--- src/rtl/seq_mult_param_if.sv ---
// rtl/seq_mult_param_if.sv - start/busy/done operand and result bundle for seq_mult_param (optional tc under SEQ_MULT_SIGNED_EN)
interface seq_mult_param_if #(
    parameter int WIDTH = 8
);
    localparam int CW = $clog2(WIDTH + 1);

    logic                 start;
    logic [WIDTH-1:0]     mcand;
    logic [WIDTH-1:0]     mplier;
    logic                 busy;
    logic                 done;
    logic [2*WIDTH-1:0]   product;
    logic [CW-1:0]        count;
`ifdef SEQ_MULT_SIGNED_EN
    logic                 tc;

    modport master (
        output start, mcand, mplier, tc,
        input  busy, done, product, count
    );

    modport slave (
        input  start, mcand, mplier, tc,
        output busy, done, product, count
    );
`else
    modport master (
        output start, mcand, mplier,
        input  busy, done, product, count
    );

    modport slave (
        input  start, mcand, mplier,
        output busy, done, product, count
    );
`endif
endinterface

--- src/rtl/seq_mult_param.sv ---
// rtl/seq_mult_param.sv - shift-and-add sequential multiplier, one iteration per clock; SEQ_MULT_SIGNED_EN adds two's-complement mode
module seq_mult_param #(
    parameter int WIDTH = 8
) (
    input  logic         CLK,
    input  logic         Clr,
    seq_mult_param_if.slave bus
);
    localparam int CW = $clog2(WIDTH + 1);

    typedef enum logic {
        IDLE = 1'b0,
        CALC = 1'b1
    } state_t;

    state_t               state_q;
    state_t               state_d;
    logic [WIDTH-1:0]     a_q;
    logic [WIDTH-1:0]     q_q;
    logic [WIDTH-1:0]     b_q;
    logic [CW-1:0]        p_q;
    logic [2*WIDTH-1:0]   prod_q;
    logic                 done_q;

    logic                 load;
    logic                 iter;
    logic                 last;
    logic                 signed_mode;
    logic                 ext_a;
    logic                 ext_b;
    logic [WIDTH:0]       addend;
    logic [WIDTH:0]       sum;

`ifdef SEQ_MULT_SIGNED_EN
    logic                 tc_q;

    // Mode flag captured alongside the operands so it cannot change mid-operation
    always_ff @(posedge CLK or negedge Clr) begin
        if (!Clr) begin
            tc_q <= 1'b0;
        end else if (load) begin
            tc_q <= bus.tc;
        end
    end

    assign signed_mode = tc_q;
`else
    assign signed_mode = 1'b0;
`endif

    // State register
    always_ff @(posedge CLK or negedge Clr) begin
        if (!Clr) begin
            state_q <= IDLE;
        end else begin
            state_q <= state_d;
        end
    end

    // Next state and datapath strobes; the done cycle is spent in IDLE so start is accepted back-to-back
    always_comb begin
        state_d = state_q;
        load    = 1'b0;
        iter    = 1'b0;
        last    = 1'b0;
        case (state_q)
            IDLE: begin
                if (bus.start) begin
                    load    = 1'b1;
                    state_d = CALC;
                end
            end
            CALC: begin
                iter = 1'b1;
                if (p_q == CW'(1)) begin
                    last    = 1'b1;
                    state_d = IDLE;
                end
            end
            default: state_d = IDLE;
        endcase
    end

    // Partial sum one bit wider than A so the carry (or sign) survives into the shift
    always_comb begin
        ext_a  = signed_mode & a_q[WIDTH-1];
        ext_b  = signed_mode & b_q[WIDTH-1];
        addend = {ext_b, b_q};
        if (!q_q[0]) begin
            sum = {ext_a, a_q};
        end else if (signed_mode && last) begin
            // the multiplier's sign bit carries negative weight
            sum = {ext_a, a_q} - addend;
        end else begin
            sum = {ext_a, a_q} + addend;
        end
    end

    // Operand capture, shift of the sum/Q chain, iteration count and held product
    always_ff @(posedge CLK or negedge Clr) begin
        if (!Clr) begin
            a_q    <= '0;
            q_q    <= '0;
            b_q    <= '0;
            p_q    <= '0;
            prod_q <= '0;
            done_q <= 1'b0;
        end else begin
            done_q <= last;
            if (load) begin
                b_q <= bus.mcand;
                q_q <= bus.mplier;
                a_q <= '0;
                p_q <= CW'(WIDTH);
            end else if (iter) begin
                a_q <= sum[WIDTH:1];
                q_q <= {sum[0], q_q[WIDTH-1:1]};
                p_q <= p_q - CW'(1);
                if (last) begin
                    prod_q <= {sum[WIDTH:1], sum[0], q_q[WIDTH-1:1]};
                end
            end
        end
    end

    assign bus.busy    = (state_q == CALC);
    assign bus.done    = done_q;
    assign bus.product = prod_q;
    assign bus.count   = p_q;

endmodule
--- src/flat_wrapper.sv ---
// flat-port wrapper written by rule: the top's interface ports become plain ports
module seq_mult_param_flat 
#(
    parameter int WIDTH = 8
)
  (CLK, Clr, bus_start, bus_mcand, bus_mplier, bus_busy, bus_done, bus_product, bus_count);
  seq_mult_param_if #(.WIDTH(WIDTH)) bus_i ();
  input  logic CLK;
  input  logic Clr;
  input wire logic [$bits(bus_i.start)-1:0] bus_start;
  input wire logic [$bits(bus_i.mcand)-1:0] bus_mcand;
  input wire logic [$bits(bus_i.mplier)-1:0] bus_mplier;
  output wire logic [$bits(bus_i.busy)-1:0] bus_busy;
  output wire logic [$bits(bus_i.done)-1:0] bus_done;
  output wire logic [$bits(bus_i.product)-1:0] bus_product;
  output wire logic [$bits(bus_i.count)-1:0] bus_count;
  assign bus_i.start = bus_start;
  assign bus_i.mcand = bus_mcand;
  assign bus_i.mplier = bus_mplier;
  assign bus_busy = bus_i.busy;
  assign bus_done = bus_i.done;
  assign bus_product = bus_i.product;
  assign bus_count = bus_i.count;
  seq_mult_param #(.WIDTH(WIDTH)) u_core (.CLK(CLK), .Clr(Clr), .bus(bus_i));
endmodule
--- config.mk ---
export PLATFORM = sky130hd
export DESIGN_NAME = seq_mult_param_flat
export DESIGN_NICKNAME = d
export VERILOG_FILES = /design/src/rtl/seq_mult_param_if.sv /design/src/rtl/seq_mult_param.sv /design/src/flat_wrapper.sv
export SDC_FILE = /design/constraint.sdc
export NUM_CORES = 1
export LEC_CHECK = 0
export BUFFER_PORTS_ARGS = -buffer_cell sky130_fd_sc_hd__buf_4
export CAP_MARGIN = 20
export CORE_MARGIN = 4
export CORE_UTILIZATION = 35
export DETAILED_ROUTE_END_ITERATION = 10
export PLACE_DENSITY = 0.53
export SLEW_MARGIN = 10
export SYNTH_ARGS = -nofsm -noshare
export SYNTH_HDL_FRONTEND = slang
export SYNTH_SLANG_ARGS = --single-unit
--- constraint.sdc ---
create_clock -name CLK -period 5.66 [get_ports CLK]
set_input_delay 0.283 -clock CLK [delete_from_list [all_inputs] [get_ports CLK]]
set_output_delay 0.283 -clock CLK [all_outputs]
set_load 0.02 [all_outputs]
# After elaboration in Yosys (flattened, before gate mapping)
# Index checks and enable logic that the tools add are counted.
# word_totals
reg_bits	46
latchBits	0
ramBits	0
romBits	0
inputBits	19
out_inout_bits	22
elab_cells	28
n_memories	0
# op_classes
add_sub_neg	2
mul	0
div	0
n_lt_le_gt_ge	0
n_eq_ne	1
shifts	0
n_mux	14
n_bitwise	2
reduce_logical	2
# ops
cell	count
8-bit two-way mux	4
8-bit by 8-bit adder with 9-bit output	1
9-bit two-way mux	1
4-bit two-way mux	2
1-bit two-way mux	6
4-bit by 1-bit equality test with 1-bit output (second input constant)	1
4-bit by 1-bit subtractor with 4-bit output (second input constant)	1
3-bit AND reduction	1
1-bit NOT	2
1-bit case mux with 2 select lines	1
2-bit nonzero test	1

# Logic depth before layout (Yosys ltp)
# Gate-level depths: netlist of run 1.
# depth
word_depth	4
mapped_depth	8

# Least setup slack after synthesis of run 1
# OpenSTA, ideal clock, no wires.
# synth_timing
path_type	reg2reg
start	reg u_core.a_q[0]
end	reg u_core.prod_q[15] (netlist: u_core.bus.product[15])
arrival_ps	1987
t_required_ps	5535
slack_ps	3548
path_stages_with_launch	8
path_buffers	0
synth_period_minus_slack_ps	2112
path_cell_list	dfrtp_1 > ha_1 > fa_1 > a21o_2 > a221oi_2 > nor2b_1 > o31a_1 > mux2_4
# synth_via
elab_chain_cells	2
# synth_lines
element	line	text
from (decl)	seq_mult_param.sv:18	logic [WIDTH-1:0] a_q;
from (signal assigned)	seq_mult_param.sv:116	a_q <= sum[WIDTH:1];
8-bit by 8-bit adder with 9-bit output	seq_mult_param.sv:95	sum = {ext_a, a_q} + addend;
9-bit two-way mux	seq_mult_param.sv:89	if (!q_q[0]) begin
to (signal assigned)	seq_mult_param.sv:120	prod_q <= {sum[WIDTH:1], sum[0], q_q[WIDTH-1:1]};
to (decl)	seq_mult_param.sv:22	logic [2*WIDTH-1:0] prod_q;
# Every way passes these cells.
# A chain may end at the register's enable or synchronous reset.

# Final worst setup path of run 1
# layout_timing
start	reg u_core.state_q (netlist: u_core.bus.busy)
end	reg u_core.prod_q[11] (netlist: u_core.bus.product[11])
# layout_via
elab_chain_cells	3
# layout_lines
element	line	text
from (decl)	seq_mult_param.sv:16	state_t state_q;
from (signal assigned)	seq_mult_param.sv:56	state_q <= state_d;
1-bit two-way mux	seq_mult_param.sv:66	case (state_q)
1-bit NOT (no line)	n/a	
3-bit AND reduction (no line) *	n/a	
# Every way passes the cells marked *; elsewhere a longest branch is shown, timed or not.

==> flow_metrics.tcl, run 1 <==
set metrics [dict create \
    cts-buffers-inserted 5 \
    die_height_um 87.2 \
    worstPathCellList "inv_2, or4b_1, clkinv_2, mux2_2" \
    cap_violations 0 \
    gr-total-overflow 0 \
    fin_util_pct 44.4 \
    netlist_instances 203 \
    hp-class "in2async" \
    slew_headroom_pct 40.3 \
    crit_start "u_core.bus.busy$_DFF_PN0_" \
    clk_path_buf_depth 2 \
    start_util_pct 36.6 \
    violations "hold timing" \
    synth-edff-count 0 \
    crit_path_end_kind "register" \
    clk_pin_slew_ps 90 \
    synth_cell_types 41 \
    r2r-start "u_core.bus.busy$_DFF_PN0_" \
    post_cts_buffers 0 \
    cts_root_buffer "clkbuf_8" \
    port_buffers 40 \
    syn_area_mm2 0.00219 \
    clk_latency_ps 300 \
    grt_pass1_wl_mm 7.64 \
    fin_worst_skew_ps 8.14 \
    area_growth_pct 21.2 \
    coreArea_mm2 0.00599 \
    hold_buffers 0 \
    globalRouteTotalUtil_pct 13.1 \
    arrival_ps 2960 \
    die_w_um 87.2 \
    antenna_found_initial 0 \
    hpwl_mm 3.23 \
    setup_violations 0 \
    ir_drop_v 0.000226 \
    tightest_slew_ps 896 \
    cts_sinks 46 \
    worstSetupPathType "reg2reg" \
    ys_ff_latch 46 \
    yosysTopAreaCellShare_pct 52.5 \
    start_kind "register" \
    fmax_mhz 360 \
    ys_top_cells_by_area "dfrtp_1 (52%), nand2_1 (7.0%), ha_1 (5.7%)" \
    rows 28 \
    worstPathRequired_ps 5850 \
    syn_area_per_cell_um2 10.8 \
    switchingPower_mw 0.656 \
    p_clk_share_pct 14.7 \
    hold_ws_ps -10.0 \
    slew_violations 0 \
    yosysWarnings 0 \
    ys_dominant_reg_cell "dfrtp_1" \
    wl_per_cell_um 14.2 \
    power.density_mw_per_mm2 625 \
    drc_errors 0 \
    io-pin-count 41 \
    drive_gt1_share_pct 27.6 \
    switching_share_pct 39.5 \
    fin_crit_sh_pct 49.1 \
    totalWireLength_mm 4.53 \
    gp_congestion 0.731 \
    die_area_mm2 0.00760 \
    synth_area_leader_cell "dfrtp_1" \
    pwr-share-seq_pct 38.2 \
    synth_most_common_cell "dfrtp_1" \
    combinationalPowerShare_pct 47.1 \
    first_global_vias 1539 \
    finalSetupTns_ps 0 \
    via_count 1560 \
    rsz0062_at_grt "false" \
    min_period_ps 2780 \
    tritoncts "done" \
    status "finished with violations" \
    synth_common_cells "dfrtp_1 (46), nand2_1 (41), o21ai_0 (18)" \
    num-fill-cells 582 \
    p_leak_nw 1.32 \
    hold_viol_final 24 \
    crit_path_max_fanout 30 \
    slowest_delay_ps 930 \
    fin_nets 272 \
    ant_nets 0 \
    crit_path_top_delay_cell "dfrtp_1" \
    internal-power_mw 1.00 \
    synth_nets 233 \
    ys_seq_area_share_pct 52.5 \
    postCtsResizedCells 0 \
    antennaDiodeCount 0 \
    grt_max_degree 47 \
    first_pass_iters 4 \
    initialDrtViolationCount 45 \
    synthArstFlopShare_pct 100 \
    h-tree-depth 2 \
    drt-vias-per-instance 4.91 \
]
-- cells by family (layout without fill, tap and decap cells) --
family                   Yosys count  count (layout)  synth area share [%]
AND/OR/NAND/NOR                   61              61                  12.3
flip-flops                        46              46                  52.5
AO/OA/AOI/OAI                     44              44                  12.5
multiplexers                      23              23                  11.4
buffers and inverters             13              53                  2.74
adder cells (fa/ha/maj)           11              11                  6.62
XOR/XNOR                           5               5                  2.00
-- flip-flops by register name (all words and copies together) (netlist names) --
register and cells:
u_core.bus.product 16, u_core.q_q 8, u_core.bus.done 1, u_core.bus.count 4, u_core.a_q 8, u_core.b_q 8, u_core.bus.busy 1
-- worst max-delay path, delay by kind of cell, from the launching register on --
kind / cells / cell delay (ps)
flops: 1 / 930
simple gates: 1 / 850
buf+inv: 2 / 510
mux: 1 / 360
-- routing by layer --
metal	share of wire, %	global-route usage, %	up-vias
met3	4.4	3.97	5
met4	1.3	3.77	0
li1	-	-	782
met2	47	19.7	25
met5	0	0	-
met1	48	18.1	748
-- stage by stage --
stage | hold WS (ps) | cell area [um2] | power [mW] | setup slack [ps] | cells
3_5_place_dp | 331 | 2550 | 1.43 | 2910 | 310
5_1_grt | 21.8 | 2660 | 1.82 | 2670 | 318
3_3_place_gp | 328 | 2550 | 1.43 | 2960 | 310
6_report | -10.0 | 2660 | 1.66 | 2880 | 318
4_1_cts | 4.41 | 2660 | 1.68 | 2890 | 318
2_1_floorplan | -12.6 | 2190 | 1.19 | 3550 | 203
-- worst paths after layout --
path	endpoint	slack, ps	cells after the start
max	u_core.bus.product[11]$_DFFE_PN0P_	2880	4
min	u_core.b_q[6]$_DFFE_PN0P_	-10	1
max reg2reg	u_core.bus.product[11]$_DFFE_PN0P_	2880	4
min reg2reg	u_core.bus.product[2]$_DFFE_PN0P_	480	2
max in group asynchronous	u_core.b_q[1]$_DFFE_PN0P_	5280	1
min in group CLK	u_core.b_q[5]$_DFFE_PN0P_	220	2
-- area by class of cell --
type	count	area [um2]	share of cell area (%)
timing repair buffer	40	300	11.3
clock buffer	6	72.6	2.73
inverter	5	20.0	0.753
multi-input combinational	144	982	37.0
clock inverter	2	37.5	1.41
sequential	46	1150	43.3
tap	75	93.8	3.53
-- layout by cell type (no fill, tap or decap), drive strengths merged, types with 2 or more instances in the layout --
cell / Yosys / routed
clkbuf: 4 / 6
a22o: 3 / 3
buf: 4 / 40
mux2: 13 / 13
o21ai: 18 / 18
a21o: 4 / 4
xnor2: 4 / 4
inv: 4 / 4
mux2i: 10 / 10
nand3: 3 / 3
or3: 2 / 2
nor2b: 3 / 3
and3: 2 / 2
nand2: 41 / 41
nor2: 5 / 5
ha: 10 / 10
dfrtp: 46 / 46
a21oi: 10 / 10
a31oi: 3 / 3
-- power groups by stage --
stage / registers (mW) / clock network, mW / logic [mW]
finish: 0.635 / 0.243 / 0.782
global route: 0.663 / 0.268 / 0.888
CTS: 0.637 / 0.252 / 0.794
detailed placement: 0.643 / 0 / 0.791
global placement: 0.646 / 0 / 0.786
floorplan: 0.666 / 0 / 0.520
Note: power is estimated with default switching activity, not from simulation.
==> inputs of run 2 (changes only) <==
clock period = 2.8 ns   (was 5.66 ns; I/O delays follow)
==> run 2 against run 1 <==
- critical path type unchanged
- clock skew up 2.6 ps
- first-iteration DRC count up 67%
- sequential share of layout area down 0.44 points
- register-to-register slack worse by 2300 ps
- critical path depth up 3
- utilization up 0.46 points
- highest routed layer unchanged
- the run now ends clean
- worst setup slack worse by 2300 ps
==> flow_metrics.tcl, run 2 (same netlist as run 1, synthesis figures left out) <==
set metrics [dict create \
    fin_worst_skew_ps 10.7 \
    gr-total-overflow 0 \
    area_growth_pct 22.4 \
    gp_congestion 0.732 \
    port_buffers 40 \
    min_period_ps 2250 \
    worstPathCellList "ha_1, fa_1, a21o_2, a221oi_2, nor2b_1, o31a_1, mux2_4" \
    cts-buffers-inserted 5 \
    hold_viol_final 0 \
    grt_use_met1_pct 18.8 \
    crit_path_top_delay_cell "dfrtp_1" \
    first_pass_iters 4 \
    cp-endpoint "u_core.bus.product[15]$_DFFE_PN0P_" \
    rows 28 \
    slew_violations 0 \
    initialDrtViolationCount 75 \
    hp-class "in2reg" \
    first_global_vias 1618 \
    post_cts_buffers 0 \
    largest_register_ffs 16 \
    crit_path_end_kind "register" \
    finalSetupTns_ps 0 \
    start_util_pct 36.6 \
    hold_depth 2 \
    ant_nets 0 \
    postCtsResizedCells 0 \
    crit_path_max_fanout 3 \
    die_area_mm2 0.00760 \
    regArea_mm2 0.00115 \
    final_cell_mix "dfrtp_1 (46), buf_4 (42), nand2_1 (41)" \
    final_area_mm2 0.00269 \
    ir_drop_v 0.000541 \
    grt_util_met3_pct 3.22 \
    via_count 1585 \
    fin_crit_sh_pct 80.4 \
    setup_violations 0 \
    grt_max_degree 47 \
    p_leak_nw 1.34 \
    rsz0062_at_grt "false" \
    busiest_layer "met2" \
    hpwl_mm 3.22 \
    drive_gt1_share_pct 28.5 \
    antenna_found_initial 0 \
    crit_start "u_core.a_q[0]$_DFFE_PN0P_" \
    final_common_cell "dfrtp_1" \
    timing.reg2reg.setup_slack_ps 550 \
    slowest_delay_ps 410 \
    hold_buffers 1 \
    reg2reg_to "u_core.bus.product[15]$_DFFE_PN0P_" \
    coreArea_mm2 0.00599 \
    die_w_um 87.2 \
    tritoncts "done" \
    cts_sinks 46 \
    cts_root_buffer "clkbuf_8" \
    wl_per_cell_um 14.7 \
    fmax_mhz 444 \
    tightest_slew_ps 790 \
    drt-vias-per-instance 4.94 \
    start_kind "register" \
    reg2reg_depth 7 \
    r2r-start "u_core.a_q[0]$_DFFE_PN0P_" \
    drc_errors 0 \
    grt_pass1_wl_mm 7.92 \
    slew_headroom_pct 47.1 \
    num-fill-cells 588 \
    clk_path_buf_depth 2 \
    totalWireLength_mm 4.72 \
    power.density_mw_per_mm2 1260 \
    globalRouteTotalUtil_pct 13.4 \
    status "finished, final reports clean" \
    io-pin-count 41 \
    cap_violations 0 \
    use_met2_pct 20.6 \
    clk_pin_slew_ps 90 \
    dpl_cell_area_mm2 0.00256 \
    clk_latency_ps 300 \
    worstPathRequired_ps 2990 \
    fin_util_pct 44.8 \
    worstSetupPathType "reg2reg" \
    h-tree-depth 2 \
    multi_input_area_um2 982 \
    arrival_ps 2440 \
    die_height_um 87.2 \
    fin_nets 275 \
    antennaDiodeCount 0 \
]
==> run 2: cell types whose count changed in the layout (fill, tap and decap cells not counted) <==
cell,before,now
buf_4,40,42
clkbuf_1,1,0
inv_6,0,1
clkinvlp_4,1,0
clkinv_2,1,2
dlygate4sd3_1,0,1
==> run 2: worst min path at each step <==
stage                 startpoint                   endpoint
floorplan                    Clr  u_core.a_q[0]$_DFFE_PN0P_
global placement             Clr  u_core.b_q[7]$_DFFE_PN0P_
detailed placement           Clr  u_core.b_q[7]$_DFFE_PN0P_
CTS                 bus_mcand[5]  u_core.b_q[5]$_DFFE_PN0P_
global route        bus_mcand[7]  u_core.b_q[7]$_DFFE_PN0P_
finish              bus_mcand[5]  u_core.b_q[5]$_DFFE_PN0P_
==> run 2: area by class of cell <==
cell class	count	area share [%]
Inverter	5	0.746
Tap cell	75	3.49
Clock buffer	5	2.56
Sequential cell	46	42.9
Multi-Input combinational cell	144	36.6
Clock inverter	3	1.63
Timing Repair Buffer	43	12.1
==> run 2: power by group <==
group / internal (mW) / switching [mW]
Clock: 0.268 / 0.233
Combinational: 0.791 / 0.857
Sequential: 0.984 / 0.251
==> run 2: critical path: cells and delay by family, from the launching register on <==
family	cells	cell delay, ps
compound gates	3	770
fa+ha+maj	2	620
simple gates	1	80
flops	1	410
mux	1	260
==> run 2: per-layer routing <==
| layer | part of all wire [%] | vias up |
|---|---|---|
| li1 | - | 790 |
| met2 | 47 | 29 |
| met3 | 4.3 | 7 |
| met1 | 48 | 759 |
| met4 | 1.3 | 0 |
| met5 | 0 | - |
==> run 2: stage by stage <==
step | setup WS (ps) | power (mW) | instances | hold slack [ps]
3_5_place_dp | 586 | 2.91 | 312 | 191
6_report | 548 | 3.38 | 321 | 70.4
3_3_place_gp | 604 | 2.89 | 312 | 191
5_1_grt | 441 | 3.69 | 321 | 57.8
4_1_cts | 567 | 3.43 | 321 | 57.7
2_1_floorplan | 688 | 2.40 | 203 | -156
